===== config.mk =====
export PLATFORM = sky130hd
export DESIGN_NAME = aes_cipher_core
export DESIGN_NICKNAME = d
export VERILOG_FILES = /design/src/rtl/aes_cipher_core.sv
export SDC_FILE = /design/constraint.sdc
export NUM_CORES = 2
export LEC_CHECK = 0
export BUFFER_PORTS_ARGS = -buffer_cell sky130_fd_sc_hd__buf_2
export CELL_PAD_IN_SITES_DETAIL_PLACEMENT = 0
export CELL_PAD_IN_SITES_GLOBAL_PLACEMENT = 1
export CORE_AREA = 2 2 653 655
export CTS_BUF_LIST = sky130_fd_sc_hd__clkbuf_4
export CTS_CLUSTER_SIZE = 28
export DETAILED_ROUTE_END_ITERATION = 12
export DIE_AREA = 0 0 655 657
export PLACE_DENSITY_LB_ADDON = 0.1
export SLEW_MARGIN = 20
export SYNTH_ARGS = -nofsm -noshare
export SYNTH_HDL_FRONTEND = slang
export SYNTH_SLANG_ARGS = --single-unit

===== constraint.sdc =====
create_clock -name clk -period 5.3 [get_ports clk]
set_input_delay 0 -clock clk [delete_from_list [all_inputs] [get_ports clk]]
set_output_delay 0 -clock clk [all_outputs]
set_load 0.05 [all_outputs]

===== src/rtl/aes_cipher_core.sv =====
// Iterative AES encryption core: one round per clock over an externally held key schedule.
// Round key r is w[128*r +: 128]; bit 0 of every vector is the MSB, byte k = bits [8k:8k+7].
module aes_cipher_core #(
    parameter int unsigned Nk = 4,
    parameter int unsigned Nr = 10
) (
    input  logic                    clk,
    input  logic                    rst_n,
    input  logic                    start,
    input  logic [0:127]            din,
    input  logic [0:128*(Nr+1)-1]   w,
    output logic                    busy,
    output logic                    done,
    output logic [0:127]            dout
);

    // Nk only has to agree with the key-expansion stage; reject inconsistent pairs early.
    if (!((Nk == 4 && Nr == 10) || (Nk == 6 && Nr == 12) || (Nk == 8 && Nr == 14))) begin : g_bad_cfg
        $error("aes_cipher_core: unsupported Nk/Nr combination");
    end

    localparam logic [3:0] NrLast = 4'(Nr);

    // Forward S-box, byte 0x00 at bits [0:7].
    localparam logic [0:2047] SBOX = {
        128'h637c777bf26b6fc53001672bfed7ab76,
        128'hca82c97dfa5947f0add4a2af9ca472c0,
        128'hb7fd9326363ff7cc34a5e5f171d83115,
        128'h04c723c31896059a071280e2eb27b275,
        128'h09832c1a1b6e5aa0523bd6b329e32f84,
        128'h53d100ed20fcb15b6acbbe394a4c58cf,
        128'hd0efaafb434d338545f9027f503c9fa8,
        128'h51a3408f929d38f5bcb6da2110fff3d2,
        128'hcd0c13ec5f974417c4a77e3d645d1973,
        128'h60814fdc222a908846eeb814de5e0bdb,
        128'he0323a0a4906245cc2d3ac629195e479,
        128'he7c8376d8dd54ea96c56f4ea657aae08,
        128'hba78252e1ca6b4c6e8dd741f4bbd8b8a,
        128'h703eb5664803f60e613557b986c11d9e,
        128'he1f8981169d98e949b1e87e9ce5528df,
        128'h8ca1890dbfe6426841992d0fb054bb16
    };

    typedef enum logic {StIdle, StRun} fsm_e;

    fsm_e         fsm_q, fsm_d;
    logic [3:0]   rnd_q, rnd_d;
    logic [0:127] state_q, state_d;
    logic [0:127] dout_q, dout_d;
    logic         done_q, done_d;

    logic [0:127] sb, sr, mc, rk, round_out;
    logic [10:0]  rk_idx;

    function automatic logic [7:0] sbox(input logic [7:0] b);
        logic [10:0] idx;
        idx = {b, 3'b000};
        return SBOX[idx +: 8];
    endfunction

    function automatic logic [7:0] xtime(input logic [7:0] b);
        return {b[6:0], 1'b0} ^ (b[7] ? 8'h1b : 8'h00);
    endfunction

    function automatic logic [0:31] mix_col(input logic [0:31] c);
        logic [7:0] a0, a1, a2, a3;
        a0 = c[0:7];
        a1 = c[8:15];
        a2 = c[16:23];
        a3 = c[24:31];
        return {xtime(a0) ^ xtime(a1) ^ a1 ^ a2 ^ a3,
                a0 ^ xtime(a1) ^ xtime(a2) ^ a2 ^ a3,
                a0 ^ a1 ^ xtime(a2) ^ xtime(a3) ^ a3,
                xtime(a0) ^ a0 ^ a1 ^ a2 ^ xtime(a3)};
    endfunction

    // One full round: SubBytes, ShiftRows, MixColumns (skipped in the last round), AddRoundKey.
    always_comb begin
        sb = '0;
        sr = '0;
        mc = '0;
        for (int k = 0; k < 16; k++) begin
            sb[8*k +: 8] = sbox(state_q[8*k +: 8]);
        end
        // Row r rotates left by r columns.
        for (int r = 0; r < 4; r++) begin
            for (int c = 0; c < 4; c++) begin
                sr[8*(r+4*c) +: 8] = sb[8*(r+4*((c+r)%4)) +: 8];
            end
        end
        for (int c = 0; c < 4; c++) begin
            mc[32*c +: 32] = mix_col(sr[32*c +: 32]);
        end
        rk_idx    = {rnd_q, 7'b0000000};
        rk        = w[rk_idx +: 128];
        round_out = ((rnd_q == NrLast) ? sr : mc) ^ rk;
    end

    // Next-state logic: load with round key 0, then one round per edge until round Nr.
    always_comb begin
        fsm_d   = fsm_q;
        rnd_d   = rnd_q;
        state_d = state_q;
        dout_d  = dout_q;
        done_d  = 1'b0;
        unique case (fsm_q)
            StIdle: begin
                if (start) begin
                    state_d = din ^ w[0:127];
                    rnd_d   = 4'd1;
                    fsm_d   = StRun;
                end
            end
            StRun: begin
                state_d = round_out;
                if (rnd_q == NrLast) begin
                    dout_d = round_out;
                    done_d = 1'b1;
                    fsm_d  = StIdle;
                end else begin
                    rnd_d = rnd_q + 4'd1;
                end
            end
            default: fsm_d = StIdle;
        endcase
    end

    // State registers with asynchronous active-low reset.
    always_ff @(posedge clk or negedge rst_n) begin
        if (!rst_n) begin
            fsm_q   <= StIdle;
            rnd_q   <= 4'd0;
            state_q <= '0;
            dout_q  <= '0;
            done_q  <= 1'b0;
        end else begin
            fsm_q   <= fsm_d;
            rnd_q   <= rnd_d;
            state_q <= state_d;
            dout_q  <= dout_d;
            done_q  <= done_d;
        end
    end

    assign busy = (fsm_q == StRun);
    assign done = done_q;
    assign dout = dout_q;

endmodule


After elaboration in Yosys (flattened, before gate mapping)
Cells that the tools add are included.
- logic and storage cells: 155
- input port bits: 1539
- register bits: 262
- shift-type cells: 17
- mux-type cells: 27
- equality and inequality tests: 3
- add/subtract/negate cells: 1
- reductions and logical operators: 2
- bitwise operators: 100
- operators by type and width (cell ; count):
    2048-bit by 12-bit indexed part select with 2049-bit output, first input constant ; 16
    1408-bit by 12-bit indexed part select with 1409-bit output ; 1
    8-bit XOR ; 64
    128-bit 2-to-1 mux ; 2
    128-bit one-hot mux with 2 select lines ; 1
    128-bit XOR ; 2
    11-bit inverter with 12-bit output ; 17
    8-bit by 5-bit XOR with 8-bit output ; 16
    5-bit 2-to-1 mux ; 16
    4-bit 2-to-1 mux ; 2
    4-bit one-hot mux with 2 select lines ; 1
    4-bit by 1-bit adder with 4-bit output, second input constant ; 1
    4-bit equality test, second input constant ; 1
    1-bit 2-to-1 mux ; 4
    2-bit != test, second input constant ; 2
    2-bit AND reduction ; 2
    1-bit one-hot mux with 2 select lines ; 1
    1-bit inverter ; 1

Longest topological paths before layout
- depth after elaboration: 11
- mapped depth: 17

Least setup slack after synthesis
Ideal clock, no wire load.
- path type: reg-to-reg
- from: register state_q[62] (netlist bit)
- to: register state_q[86] (netlist bit)
- stages on the path, launching flop included: 15
- period minus slack after synthesis: 4.681 ns
- required time: 5.161 ns
- buffers on the path: 3
- path slack: 0.619 ns
- arrival time: 4.542 ns
- cell sequence: dfrtp_1 buf_2 clkbuf_1 inv_1 ha_1 clkbuf_1 nor2b_1 nor2_1 mux4_2 mux4_2 a211o_1 xor2_1 xnor3_1 nor4b_1 or4_1
- cells in the longest elaborated chain, start to end: 9
- RTL lines (item ; RTL line ; RTL):
    from (decl) ; 48 ; logic [0:127] state_q, state_d;
    from (signal assigned) ; 139 ; state_q <= state_d;
    11-bit inverter with 12-bit output (not written as such) * ; 58 ; return SBOX[idx +: 8];
    2048-bit by 12-bit indexed part select with 2049-bit output * ; 58 ;
    5-bit 2-to-1 mux ; 62 ; return {b[6:0], 1'b0} ^ (b[7] ? 8'h1b : 8'h00);
    8-bit by 5-bit XOR with 8-bit output ; 62 ;
    8-bit XOR ; 73 ; a0 ^ a1 ^ xtime(a2) ^ xtime(a3) ^ a3,
    8-bit XOR * ; 73 ;
    128-bit 2-to-1 mux * ; 96 ; round_out = ((rnd_q == NrLast) ? sr : mc) ^ rk;
    128-bit XOR * ; 96 ;
    128-bit one-hot mux with 2 select lines * ; 106 ; unique case (fsm_q)
Every way passes the cells marked *; elsewhere a longest branch is shown, timed or not.
A chain may end at the register's enable or synchronous reset.

Worst setup path after layout
- from: register state_q[78] (netlist bit)
- to: register state_q[49] (netlist bit)
- cells in the longest elaborated chain, start to end: 9
- RTL lines (item ; RTL line):
    11-bit inverter with 12-bit output (not written as such) ; 58
    2048-bit by 12-bit indexed part select with 2049-bit output ; 58
    8-bit XOR (4 in series) ; 73
    128-bit 2-to-1 mux ; 96
    128-bit XOR ; 96
    128-bit one-hot mux with 2 select lines ; 106
No other way between the ends.

==> flow_summary.toml <==
[status]
status = "complete, but fails checks"
failed_checks = "setup timing"

[timing]
clock_skew_ps = 140
worst_pin_slew_ps = 1290
slew_headroom_pct = 14.2
fmax_mhz = 187
finalSetupViolCount = 2
drv_slew = 0
post-route-min-period_ps = 5340
worst_slack_ps = -44.4
rsz0062_at_grt = "false"
hold_viol_final = 0
fin_crit_sh_pct = 101

[logic_synthesis]
synth_area_um2 = 84100
synth-main-ff-cell = "dfrtp_1"
synth.yosys.seq_area_share_pct = 7.80
syn_nets = 13100
synthCells = 11300
syn_avg_cell_area_um2 = 7.43
ys_async_sr_fraction_pct = 100
synth_edf_count = 0
synth-seq-cells = 262
synthDistinctLibCells = 119
yosysWarnings = 0

[clock_network]
clkSlewWorstSetupHoldPaths_ps = 70
worstSkewPairLatency_ps = 1310
cts_root_buf = "clkbuf_4"
cts_tree = "yes"
h-tree-depth = 3
cts_buffer_depth = 4
cts_sinks = 262
cts_buffers = 106

[detailed_routing]
dr.pass1.iters = 6
routed-via-count = 115000
wirelength_mm = 825
first_iter_violations = 16000
ant_nets = 0
routedWlPerCell_um = 42.0
routed_via_density = 5.87
drc_errors = 0

[final_layout]
layout-drive-gt1-share_pct = 28.0
final_core_util_pct = 26.6
final_cell_mix = "buf_2, buf_4, nand2_1"
final_nets = 15300
area_delta_synth_final_pct = 33.8
mostFrequentLayoutCell = "buf_2"

[floorplanning]
fp-row-count = 239
core_area_um2 = 423000
io_pins = 1669
die_h_um = 657
fp.dieW_um = 655
start_util_pct = 19.9
dieArea_um2 = 430000

[place]
place_hpwl_mm = 672
place.gp.congestion = 1.04
portBuffers = 1668

[critical_path]
worst-endpoint-arrival_ps = 6450
crit_path_end_kind = "flop"
cp.required_ps = 6410
path_class = "flop to flop"
start_kind = "flop"
crit_fanout = 24

[flow_run]
maxCapViolations = 0

[global_routing]
grt_usage_pct = 36.5
grt_pass1_vias = 110000
grt_pass1_wl_mm = 1070
antenna_found_initial = 328
grt_max_degree = 146
gr-total-overflow = 0

[worst_hold_path]
hp-class = "input pin to flop"
[per-layer routing]
metal	wire [µm]	global-route usage (%)
met5	860	0
met4	56800	21.6
met3	77700	9.44
met2	360000	55.8
met1	329000	45.9
[state kept, by name (all words and copies together), names as in the netlist]
register and flops:
busy 1, done 1, dout 128, rnd_q 4, state_q 128
[cells in the mapped netlist (54+ instances only)]
cell type	count	area, µm²
a211oi_1	187	1400
nor2b_1	268	1680
nand2b_1	339	2120
buf_4	73	548
a221oi_1	62	543
nand3_1	272	1360
xnor2_1	567	4970
dfrtp_1	262	6560
and3_1	70	438
and2_1	82	513
a21o_1	105	788
o211ai_1	214	1610
a211o_1	55	482
a2111oi_0	54	473
a31oi_1	202	1260
o221ai_1	104	911
clkbuf_1	672	2520
inv_1	129	484
ha_1	229	2870
buf_1	168	631
nor3_1	288	1440
a311oi_1	147	1290
nor2_1	818	3070
mux4_2	542	12200
o21ai_0	889	4450
or2_2	113	707
o22ai_1	217	1360
o31ai_1	122	916
buf_2	419	2100
or3_1	85	532
xor2_1	186	1630
mux2i_1	363	3630
o311ai_0	131	1150
nor3b_1	60	450
a21oi_1	944	4720
nand2_1	957	3590
[cell families (layout without fill, tap and decap cells)]
group	after synthesis	in the layout	share of synthesized area [%]
simple gates	3524	3524	20.4
compound gates	4021	4021	31.8
flops	262	262	7.80
buf+inv	1516	3812	7.82
fa+ha+maj	230	230	3.42
mux	960	960	19.6
xor+xnor	801	801	9.09
other cells	0	385	0
[repair_timing]
action | in CTS | in global routing
hold buffers | 753 | 0
pin swaps | 0 | 0
buffers inserted | 0 | 6
endpoints found under the setup margin | 1 | 35
resized for setup | 2 | 35
hold endpoints to repair | 506 | 0
[path summary, 6_finish.rpt]
check                       startpoint  slack, ps            to  cells past startpoint
max                        state_q[78]        -40   state_q[49]                     14
min                             w[508]         90  state_q[124]                      7
max reg2reg                state_q[78]        -40   state_q[49]                     14
min reg2reg                  dout[123]        480     dout[123]                      1
max in group asynchronous        rst_n       3590   state_q[43]                      6
min in group asynchronous        rst_n        540    state_q[9]                      5
[critical path, cell delays in order, from the launching register on]
cell           delay (ps)
dfrtp_2               510
buf_4                 360
ha_1                  480
nor2b_1               230
o311ai_0              780
o21ai_0               220
mux4_2                580
mux2i_1               190
buf_4                 230
xnor2_1               300
xor2_1                340
xnor2_1               100
nand2_1                80
o211ai_1               90
dlygate4sd3_1         600
[area by class of cell]
class	instances	area, µm²
diodes	385	963
clock buffers	148	1110
clock inverters	38	201
fillers	47500	310000
inverters	172	651
multi-input cells	9536	71200
flip-flops and latches	262	6690
well taps	5663	7090
repair buffers	3454	24600
[per-stage QoR]
stage / hold WS [ps] / instance area (µm²) / setup WS, ps / setup TNS (ps) / instances
after floorplan: -296 / 84100 / 619 / 0 / 11300
after CTS: 3.52 / 111000 / 22.7 / 0 / 19300
after detailed placement: -8.14 / 102000 / -214 / -214 / 18300
final: 89.2 / 113000 / -44.4 / -48.9 / 19700
after global placement: -10.4 / 102000 / -337 / -337 / 18300
after global routing: 67.0 / 112000 / 0.216 / 0 / 19400
Power is not shown: default switching activity piles up to over one toggle a cycle in this logic, so the estimate is an artifact.
